===== src/rtl/glitch_pkg.sv =====
// glitch_pkg: shared sweep state encoding, default widths and pipeline constants
package glitch_pkg;
  typedef enum logic [2:0] {IDLE, TGT_RST, WAIT_TRIG, BURST, OBSERVE, NEXT, DONE} sweep_state_t;
  localparam int DELAY_W_DEF = 64;
  localparam int FORM_W_DEF = 64;
  localparam int TIMER_W = 64;
  localparam int BURST_PIPE_LAT = 2;
endpackage


===== src/rtl/cycle_timer.sv =====
// cycle_timer: loadable down-counter shared by all timed sweep states, expired when it reaches zero
module cycle_timer
  import glitch_pkg::*;
(
  input  logic               clk,
  input  logic               rst,
  input  logic               load,
  input  logic               en,
  input  logic [TIMER_W-1:0] load_val,
  output logic               expired
);
  logic [TIMER_W-1:0] cnt;
  assign expired = cnt == '0;
  // reload on state entry, otherwise count down and park at zero
  always_ff @(posedge clk) begin
    if (rst) cnt <= '0;
    else if (load) cnt <= load_val;
    else if (en && !expired) cnt <= cnt - 1'b1;
  end
endmodule


===== src/rtl/glitch_sweep_ctrl.sv =====
// glitch_sweep_ctrl: delay-sweep campaign sequencer for form_glitcher (GLITCH_STOP_ON_HIT_EN ends the sweep on the first hit)
module glitch_sweep_ctrl
  import glitch_pkg::*;
#(
  parameter int DELAY_W      = DELAY_W_DEF,
  parameter int FORM_W       = FORM_W_DEF,
  parameter int RST_CYCLES   = 1000,
  parameter int TRIG_TIMEOUT = 1_000_000,
  parameter int OBS_CYCLES   = 4096
) (
  input  logic               clk,
  input  logic               rst,
  input  logic               start,
  input  logic               abort,
  input  logic [DELAY_W-1:0] cfg_delay_start,
  input  logic [31:0]        cfg_delay_step,
  input  logic [15:0]        cfg_delay_count,
  input  logic [7:0]         cfg_repeats,
  input  logic [FORM_W-1:0]  cfg_form,
  input  logic               target_trig,
  input  logic               target_ok,
  input  logic               target_fault,
  output logic               target_rst_n,
  output logic               glitch_trig,
  output logic [DELAY_W-1:0] glitch_delay,
  output logic [FORM_W-1:0]  glitch_form,
  output logic               busy,
  output logic               done,
  output logic [15:0]        hit_count,
  output logic [15:0]        timeout_count,
  output logic [DELAY_W-1:0] last_hit_delay
);
  sweep_state_t state, state_nx;
  logic [31:0] step;
  logic [15:0] pts, pt;
  logic [7:0] reps_m1, rep;
  logic expired, last_rep, last_pt, hit, to_inc, tmr_load, tmr_en;
  logic [TIMER_W-1:0] tmr_val;
  logic [TIMER_W+1:0] burst_len;
  assign busy = state != IDLE;
  assign done = state == DONE;
  assign target_rst_n = !(state == TGT_RST && !abort);
  assign glitch_trig = target_trig && state == WAIT_TRIG && !abort;
  assign last_rep = rep == reps_m1;
  assign last_pt = last_rep && (pt + 16'd1 == pts);
  assign hit = state == OBSERVE && target_fault && !abort;
  assign to_inc = !abort && ((state == WAIT_TRIG && !target_trig && expired)
                          || (state == OBSERVE && !target_fault && !target_ok && expired));
  assign burst_len = (TIMER_W+2)'(glitch_delay) + (TIMER_W+2)'(FORM_W) + (TIMER_W+2)'(BURST_PIPE_LAT - 1);
  assign tmr_load = state_nx != state;
  assign tmr_en = state inside {TGT_RST, WAIT_TRIG, BURST, OBSERVE};
  assign tmr_val = state_nx == TGT_RST   ? TIMER_W'(RST_CYCLES - 1)
                 : state_nx == WAIT_TRIG ? TIMER_W'(TRIG_TIMEOUT - 1)
                 : state_nx == BURST     ? (|burst_len[TIMER_W+1:TIMER_W] ? '1 : burst_len[TIMER_W-1:0])
                 :                         TIMER_W'(OBS_CYCLES - 1);
  cycle_timer u_timer (
    .clk(clk), .rst(rst), .load(tmr_load), .en(tmr_en), .load_val(tmr_val), .expired(expired)
  );
  // sequencing: abort overrides every busy state except DONE, which always returns to IDLE
  always_comb begin
    state_nx = state;
    case (state)
      IDLE:      state_nx = start ? TGT_RST : IDLE;
      TGT_RST:   state_nx = expired ? WAIT_TRIG : TGT_RST;
      WAIT_TRIG: state_nx = target_trig ? BURST : expired ? NEXT : WAIT_TRIG;
`ifdef GLITCH_STOP_ON_HIT_EN
      OBSERVE:   state_nx = target_fault ? DONE : (target_ok || expired) ? NEXT : OBSERVE;
`else
      OBSERVE:   state_nx = (target_fault || target_ok || expired) ? NEXT : OBSERVE;
`endif
      BURST:     state_nx = expired ? OBSERVE : BURST;
      NEXT:      state_nx = last_pt ? DONE : TGT_RST;
      DONE:      state_nx = IDLE;
      default:   state_nx = IDLE;
    endcase
    if (abort && state != IDLE && state != DONE) state_nx = DONE;
  end
  // campaign registers: latch on start, classify outcomes, step the sweep in NEXT
  always_ff @(posedge clk) begin
    if (rst) begin
      state <= IDLE;
      glitch_delay <= '0;
      glitch_form <= '0;
      hit_count <= '0;
      timeout_count <= '0;
      last_hit_delay <= '0;
      step <= '0;
      pts <= '0;
      pt <= '0;
      reps_m1 <= '0;
      rep <= '0;
    end else begin
      state <= state_nx;
      if (state == IDLE && start) begin
        glitch_delay <= cfg_delay_start;
        glitch_form <= cfg_form;
        step <= cfg_delay_step;
        pts <= cfg_delay_count == '0 ? 16'd1 : cfg_delay_count;
        reps_m1 <= cfg_repeats == '0 ? 8'd0 : cfg_repeats - 8'd1;
        hit_count <= '0;
        timeout_count <= '0;
        last_hit_delay <= '0;
        pt <= '0;
        rep <= '0;
      end
      if (hit) begin
        hit_count <= hit_count + 16'(hit_count != 16'hFFFF);
        last_hit_delay <= glitch_delay;
      end
      if (to_inc) timeout_count <= timeout_count + 16'(timeout_count != 16'hFFFF);
      if (state == NEXT && !abort) begin
        rep <= last_rep ? 8'd0 : rep + 8'd1;
        if (last_rep) begin
          glitch_delay <= glitch_delay + DELAY_W'(step);
          pt <= pt + 16'd1;
        end
      end
    end
  end
endmodule


===== config.mk =====
export PLATFORM = sky130hd
export DESIGN_NAME = glitch_sweep_ctrl
export DESIGN_NICKNAME = d
export VERILOG_FILES = /design/src/rtl/glitch_pkg.sv /design/src/rtl/cycle_timer.sv /design/src/rtl/glitch_sweep_ctrl.sv
export SDC_FILE = /design/constraint.sdc
export NUM_CORES = 1
export LEC_CHECK = 0
export BUFFER_PORTS_ARGS = -buffer_cell sky130_fd_sc_hd__buf_2
export CAP_MARGIN = 30
export CORE_MARGIN = 1
export CORE_UTILIZATION = 40
export CTS_BUF_LIST = sky130_fd_sc_hd__clkbuf_4
export CTS_CLUSTER_DIAMETER = 40
export DETAILED_ROUTE_END_ITERATION = 10
export GPL_TIMING_DRIVEN = 0
export PLACE_DENSITY_LB_ADDON = 0.25
export SLEW_MARGIN = 20
export SYNTH_ARGS = -nofsm -noshare
export SYNTH_HDL_FRONTEND = slang
export SYNTH_SLANG_ARGS = --single-unit

===== constraint.sdc =====
create_clock -name clk -period 6.2 [get_ports clk]
set_clock_uncertainty 0.05 [all_clocks]
set_input_delay 0.62 -clock clk [delete_from_list [all_inputs] [get_ports clk]]
set_output_delay 0.62 -clock clk [all_outputs]
set_load 0.02 [all_outputs]

==> results of run 1 <==
==> placed cells by master, fill, tap and decap left out, types with 83 or more instances in the layout <==
cell | Yosys | final
sky130_fd_sc_hd__nand2_1 | 452 | 452
sky130_fd_sc_hd__buf_2 | 10 | 426
sky130_fd_sc_hd__dfxtp_1 | 371 | 371
sky130_fd_sc_hd__nor2_1 | 290 | 290
sky130_fd_sc_hd__a21oi_1 | 266 | 266
sky130_fd_sc_hd__clkbuf_1 | 164 | 161
sky130_fd_sc_hd__clkbuf_4 | 0 | 154
sky130_fd_sc_hd__dlygate4sd3_1 | 0 | 139
sky130_fd_sc_hd__o21ai_0 | 85 | 85
sky130_fd_sc_hd__nand3_1 | 84 | 84
sky130_fd_sc_hd__xnor2_1 | 83 | 83
==> state kept, by name, summed over array words and instances (netlist names), 8 cells and up <==
signal / count
glitch_delay: 64
last_hit_delay: 64
u_timer.cnt: 64
step: 32
reps_m1: 8
glitch_form: 64
rep: 8
timeout_count: 16
hit_count: 16
pt: 16
pts: 16
==> layout make-up <==
class | instances | area [sq um] | area share
Antenna cell | 1 | 2.50 | 0.0000968
Buffer | 190 | 746 | 0.0288
Clock buffer | 154 | 1160 | 0.0447
Clock inverter | 27 | 138 | 0.00532
Inverter | 31 | 116 | 0.00450
Multi-Input combinational cell | 2072 | 11900 | 0.461
Sequential cell | 371 | 7430 | 0.287
Tap cell | 664 | 831 | 0.0321
Timing Repair Buffer | 559 | 3530 | 0.136
==> worst paths after layout <==
check                           cells after the start                 from          endpoint  slack, ps
worst min-delay path                                3  cfg_delay_start[54]  glitch_delay[54]         50
worst max register to register                     11      glitch_delay[0]  glitch_delay[59]       1570
worst max-delay path                               11      glitch_delay[0]  glitch_delay[59]       1570
worst min register to register                      2      glitch_form[10]   glitch_form[10]        400
==> cell families (layout without fill, tap and decap cells) <==
| family | after synthesis | count (layout) | share of synthesized area |
|---|---|---|---|
| other | 0 | 1 | 0 |
| AO/OA/AOI/OAI | 702 | 702 | 0.224 |
| XOR/XNOR | 156 | 156 | 0.0676 |
| flip-flops | 371 | 371 | 0.368 |
| adder cells (fa/ha/maj) | 43 | 43 | 0.0270 |
| AND/OR/NAND/NOR | 1163 | 1163 | 0.267 |
| multiplexers | 8 | 8 | 0.00427 |
| buffers and inverters | 221 | 961 | 0.0425 |
==> per-stage QoR <==
stage / area [sq um] / hold WS [ps] / utilization / power [uW] / setup WS, ps
global route: 25900 / 48.6 / 0.524 / 7920 / 1380
global placement: 23100 / 390 / 0.468 / 5200 / 1880
detailed placement: 23200 / 395 / 0.469 / 5230 / 1770
floorplan: 20200 / 390 / - / 4290 / 2880
finish: 25900 / 50.9 / 0.524 / 7610 / 1570
CTS: 25800 / 0.589 / 0.524 / 7540 / 1710
==> power groups by stage <==
stage	clock network (uW)	registers [uW]	logic, uW
after global placement	0	2930	2270
after global routing	2420	2920	2590
after CTS	2290	2890	2370
after floorplan	0	2960	1320
final	2270	2910	2430
after detailed placement	0	2940	2290
==> metal layers <==
metal,track usage,wire [microns],up-vias
met5,0,0,-
met4,0.176,4090,0
met3,0.0687,7740,268
met2,0.564,42800,1241
met1,0.440,38000,11491
li1,-,-,10909
==> worst max-delay path, delay by kind of cell, from the launching register on <==
family          cells  cell delay, ps
compound gates      8            2840
fa+ha+maj           1             280
buf+inv             1             400
flops               1             730
simple gates        1             170
==> results summary, run 1 <==
The run finished with clean final reports. For this run, the leading register cell type out of synthesis is sky130_fd_sc_hd__dfxtp_1. The maximum cell stage delay along the critical path is 730 ps. In the routed design, unresolved DRC markers number 0.

The via count of the first global-routing pass came out at 22780. TritonCTS built the clock tree. The gate count of the mapped netlist is 2664. The global-route congestion overflow total is 0. The synthesized area per cell is 7.58 sq um. The number of synthesis warnings is 0. Buffers added to address setup during post-CTS repair amount to 0. For this block, the via count after detailed routing is 23909. Among all stages on the critical path, the largest delay is contributed by sky130_fd_sc_hd__dfxtp_1.

The highest achievable clock rate is 0.216 GHz. The vertical die dimension came out at 227 microns. The slew at the pin with the worst max-slew slack came out at 1090 ps. The share of the Yosys chip area taken by registers is 0.368.

The portion of the clock cycle consumed by the worst path in the final layout came out at 0.747. The core footprint came out at 49400 sq um. The antenna violation net count after detailed routing came out at 0. 419 I/O pins were placed. The final net count came out at 3562. The final critical-path required period is 4630 ps. The number of enable flip-flop cells after synthesis is 0. The design internal power came out at 4550 uW. The routed via count divided by cell count came out at 5.88.

The first-pass detailed-route iteration total is 6. The analysis attributes to cell leakage a power of 0.0106 uW. For this run, the total global-route usage over all layers was measured as 0.349. The number of violations reported at the end of detailed-routing iteration 0 is 2172. The area share of the largest cell type after synthesis came out at 0.368.

The first global-routing pass estimated 135000 microns of wire. The number of placement rows is 81. The fraction of power consumed by combinational cells came out at 0.320.

The worst-case clock buffer depth is 3. The total power divided by cell area is 294 nW/um^2. The average detailed-routed wire length per instance is 22.8 microns. At the worst endpoint, the arrival time is 5280 ps. The number of gates resized after CTS was 0. The post-synthesis cell area is 20200 sq um. At the later pin of the worst-skew pair, clock insertion delay measures 910 ps. The number of setup violations in the final report is 0. The number of clock buffers added by TritonCTS is 103. For this design, the CTS-stage hold fixing added 139 buffers. The total nets after synthesis is 2898.

The number of storage elements in the synthesis netlist came out at 371. The layout has 4875 filler cells. The die is 227 microns wide.

The H-tree depth is 3. The tool flagged a number of max-cap violations equal to 0. The clock-pin slew on the worst setup and hold paths is 70 ps. The critical path data required time came out at 6850 ps. The number of failing hold endpoints at the final stage came out at 0. The analysis attributes to net switching a power of 3060 uW. The relative max-transition margin is 0.271.

The initial core utilization is 0.409. The largest fanout of any net on the critical path is 10. Counting distinct cell types in the post-synthesis netlist gives 82. The critical path goes through ha_1 -> a21o_1 -> nand4_1 -> a211oi_1 -> o2111ai_1 -> a21boi_1 -> o2bb2ai_1 -> o21ai_1 -> clkbuf_1 -> o311ai_0 -> a31oi_1. The clock root buffer is sky130_fd_sc_hd__clkbuf_4.

The share of total power dissipated in sequential elements is 0.382. The maximum VDD drop came out at 0.197 mV. The worst setup path is launched from a flip-flop.

STA classifies the critical path endpoint as a flip-flop. The TritonCTS sink count is 371. The cell count after placement came out at 3747.

Of all flip-flops after synthesis, the portion carrying an async set or reset was 0. The final weighted congestion in routability-driven placement is 0.990. The number of non-filler instances in the completed layout is 4069. The type of the most critical hold path is in2reg. The leading cell type by number of instances after synthesis is sky130_fd_sc_hd__nand2_1. After legalization and detailed placement, the total HPWL measured 68600 microns. The share of cells above drive strength 1 is 0.186.

The number of antenna violations at the first check in global routing is 2. The largest total area in the synthesized netlist belongs to sky130_fd_sc_hd__dfxtp_1. The area enclosed by the die boundary is 51400 sq um. The clock network fraction of design power is 0.298. Of the total power, the share spent switching nets is 0.402. Counting instances in the post-synthesis netlist gives the leading cell types as sky130_fd_sc_hd__nand2_1 (452), sky130_fd_sc_hd__dfxtp_1 (371), sky130_fd_sc_hd__nor2_1 (290), sky130_fd_sc_hd__a21oi_1 (266), sky130_fd_sc_hd__clkbuf_1 (164). Entering global routing, the biggest net connects 15 pins. The final number of max-transition violations came out at 0.

The final layout contains routed wiring with a total length of 92600 microns. The type of the setup path with the least slack is reg2reg. The number of buffers inserted by port buffering came out at 416. Relative to the synthesized area, the layout overhead comes to 28.0%.

Setup repair after global routing left no endpoint under its margin. By area the synthesized netlist is led by sky130_fd_sc_hd__dfxtp_1 (37%), sky130_fd_sc_hd__nand2_1 (8.4%), sky130_fd_sc_hd__a21oi_1 (6.6%), sky130_fd_sc_hd__nor2_1 (5.4%), sky130_fd_sc_hd__xnor2_1 (3.6%). The summed negative setup slack over all endpoints came out at 0 ps.
Power figures use the tool's default switching activity.
==> run 2: changes to the inputs <==
==> constraint.sdc (replaced) <==
create_clock -name clk -period 4 [get_ports clk]
set_clock_uncertainty 0.05 [all_clocks]
set_input_delay 0.4 -clock clk [delete_from_list [all_inputs] [get_ports clk]]
set_output_delay 0.4 -clock clk [all_outputs]
set_load 0.02 [all_outputs]
==> run 2 against run 1 <==
Against the previous run:
- global-route usage is 0.23 points higher
- sequential power is 55% higher
- sequential share of layout area is 0.65 points lower
- worst hold slack better by 18 ps
- critical endpoint is now u_timer.cnt[40]
- non-clock buffer count is 56 higher
- via count is 0.82% higher
- clock power is 55% higher
- routed wire length is 0.92% higher
- cell count is 1.4% higher
- flip-flop and latch count stayed put
- die area stayed put
==> results summary, run 2 (same netlist as run 1, synthesis figures left out) <==
The run finished with clean final reports. The final net count is 3618. Of all nets on the critical path, the largest fanout is 10. The routed via count divided by cell count is 5.84. VDD sags by at most 0.307 mV. The share of the core filled with cells came out at 0.537. The worst hold path begins at cfg_repeats[1]. The first-pass GRT wire length is 136000 microns.

The antenna violation net count after detailed routing came out at 0. The first detailed-routing pass took 7 iterations. The number of buffers inserted by port buffering came out at 416. TritonCTS built the clock tree. Data arrives at the worst endpoint at 4630 ps. The final critical-path required period came out at 3910 ps. The number of ports placed on the die boundary is 419.

The min-delay analysis places its worst path in the category in2reg. The number of setup violations in the final report came out at 0. The detailed router placed 24104 vias in this run.

The summed negative setup slack over all endpoints came out at 0 ps. The relative max-transition margin came out at 0.256. The area used by sequential logic in the layout is 7440 sq um. The leakage component of the power came out at 0.0110 uW. The via count of the first global-routing pass came out at 23076.

In this run the core area contains 81 standard-cell rows. The commonest non-fill, non-tap cell in the layout is sky130_fd_sc_hd__nand2_1. In this run the clock root is driven by a sky130_fd_sc_hd__clkbuf_4. The initial core utilization is 0.409. The portion of the clock cycle consumed by the worst path in the final layout came out at 0.978. Buffers inserted during clock tree synthesis total 103.

The total power divided by cell area is 449 nW/um^2. In the final layout, the multi-input gates occupy 12000 sq um. The global-route congestion overflow total is 0.

Dividing the detail-routed wire length by the instance count gives 22.7 microns. The vertical die dimension is 227 microns. Setup repair after global routing left no endpoint under its margin. The area enclosed by the die boundary is 51400 sq um. For this design, the sink count on the clock tree is 371. The relative area change from synthesis to final layout came out at 31.3%.

The detailed-route DRC error count came out at 0. The source of the critical timing path is glitch_delay[3]. The core footprint is 49400 sq um.

In the final layout, the share of cells above drive strength 1 is 0.194. The worst setup path is launched from a flip-flop. The final weighted congestion in routability-driven placement came out at 0.990. The worst hold slack after final layout is 69.3 ps. The worst setup path is captured at a flip-flop. The clock latency of the later-clocked register in the worst-skew pair came out at 910 ps.

The final number of max-transition violations is 0. The clock-pin slew on the worst setup and hold paths came out at 60 ps. The worst setup path is of the reg2reg kind. The number of violations reported at the end of detailed-routing iteration 0 is 2226. In the layout the commonest cells are sky130_fd_sc_hd__nand2_1 (452), sky130_fd_sc_hd__buf_2 (426), sky130_fd_sc_hd__dfxtp_1 (360), sky130_fd_sc_hd__nor2_1 (290), sky130_fd_sc_hd__a21oi_1 (265). The number of antenna violations at the first check in global routing came to 4. The worst register-to-register path begins at glitch_delay[3].

The number of failing hold endpoints at the final stage is 0. For the pin with the worst max-slew slack, the measured transition is 1120 ps. The critical path data required time came out at 4720 ps. The wire length reported by the detailed router came out at 93400 microns. The largest net degree at the start of global routing is 15. The number of fill cells in the layout came out at 4773. Max-cap violations in this run came to 0. The placed wire-length estimate came out at 68600 microns. The floorplan die width came out at 227 microns. The H-tree was split into 3 levels. The highest achievable clock rate came out at 0.256 GHz. The worst-case clock buffer depth came out at 3. The overall fraction of global-route tracks in use is 0.351.
==> run 2: cell count changes in the layout (fill, tap and decap cells not counted), moves of 7 or more <==
| cell | previous run | this run |
|---|---|---|
| sky130_fd_sc_hd__dfxtp_1 | 371 | 360 |
| sky130_fd_sc_hd__clkbuf_2 | 4 | 16 |
| sky130_fd_sc_hd__dfxtp_2 | 0 | 10 |
| sky130_fd_sc_hd__dlygate4sd3_1 | 139 | 189 |
| sky130_fd_sc_hd__buf_4 | 2 | 9 |
| sky130_fd_sc_hd__clkbuf_1 | 161 | 149 |
==> run 2: final timing paths <==
check                          to  slack [ps]  cells after the start
setup / recovery  u_timer.cnt[40]          90                     10
hold reg to reg   glitch_form[10]         400                      2
setup reg to reg  u_timer.cnt[40]          90                     10
hold / removal         reps_m1[1]          70                      6
==> run 2: report_power, final <==
part	switching [uW]	total, uW	internal [uW]
combinational	2590	3880	1290
sequential	475	4520	4040
clock	1710	3520	1810
==> run 2: layout make-up <==
cell class	instances	share of cell area
multi-input cells	2072	0.452
flip-flops and latches	371	0.281
repair buffers	616	0.154
clock buffers	154	0.0436
well taps	664	0.0313
plain buffers	189	0.0285
clock inverters	27	0.00519
inverters	31	0.00439
diodes	1	0.0000944
==> run 2: timing repair <==
item | CTS | global route
gates resized for setup | 16 | 31
pin swaps | 1 | 3
hold buffers | 189 | 0
buffers inserted | 2 | 5
hold endpoints to repair | 185 | 0
endpoints found under the setup margin | 63 | 66
==> run 2: layer usage <==
metal	vias up	routed length, microns	track usage
li1	11020	-	-
met1	11457	38000	0.443
met2	1352	42800	0.563
met3	275	8140	0.0670
met4	0	4530	0.190
met5	-	0	0
==> run 2: critical path, cell delays in order (launching register included) <==
cell and delay (ps):
sky130_fd_sc_hd__dfxtp_1 670, sky130_fd_sc_hd__and3_1 310, sky130_fd_sc_hd__a31oi_1 200, sky130_fd_sc_hd__or4b_1 670, sky130_fd_sc_hd__clkbuf_1 270, sky130_fd_sc_hd__nor3b_4 340
sky130_fd_sc_hd__and2_2 280, sky130_fd_sc_hd__buf_2 240, sky130_fd_sc_hd__buf_2 280, sky130_fd_sc_hd__o21ai_0 220, sky130_fd_sc_hd__a211oi_1 270
==> run 2: per-stage QoR <==
step | power [uW] | setup slack (ps) | std cells | instance area, sq um
floorplan | 6640 | 683 | 2664 | 20200
global placement | 8060 | -321 | 3744 | 23100
detailed placement | 8100 | -430 | 3747 | 23200
CTS | 11800 | -36.1 | 4119 | 26400
global route | 12400 | 17.2 | 4125 | 26500
finish | 11900 | 86.1 | 4125 | 26500
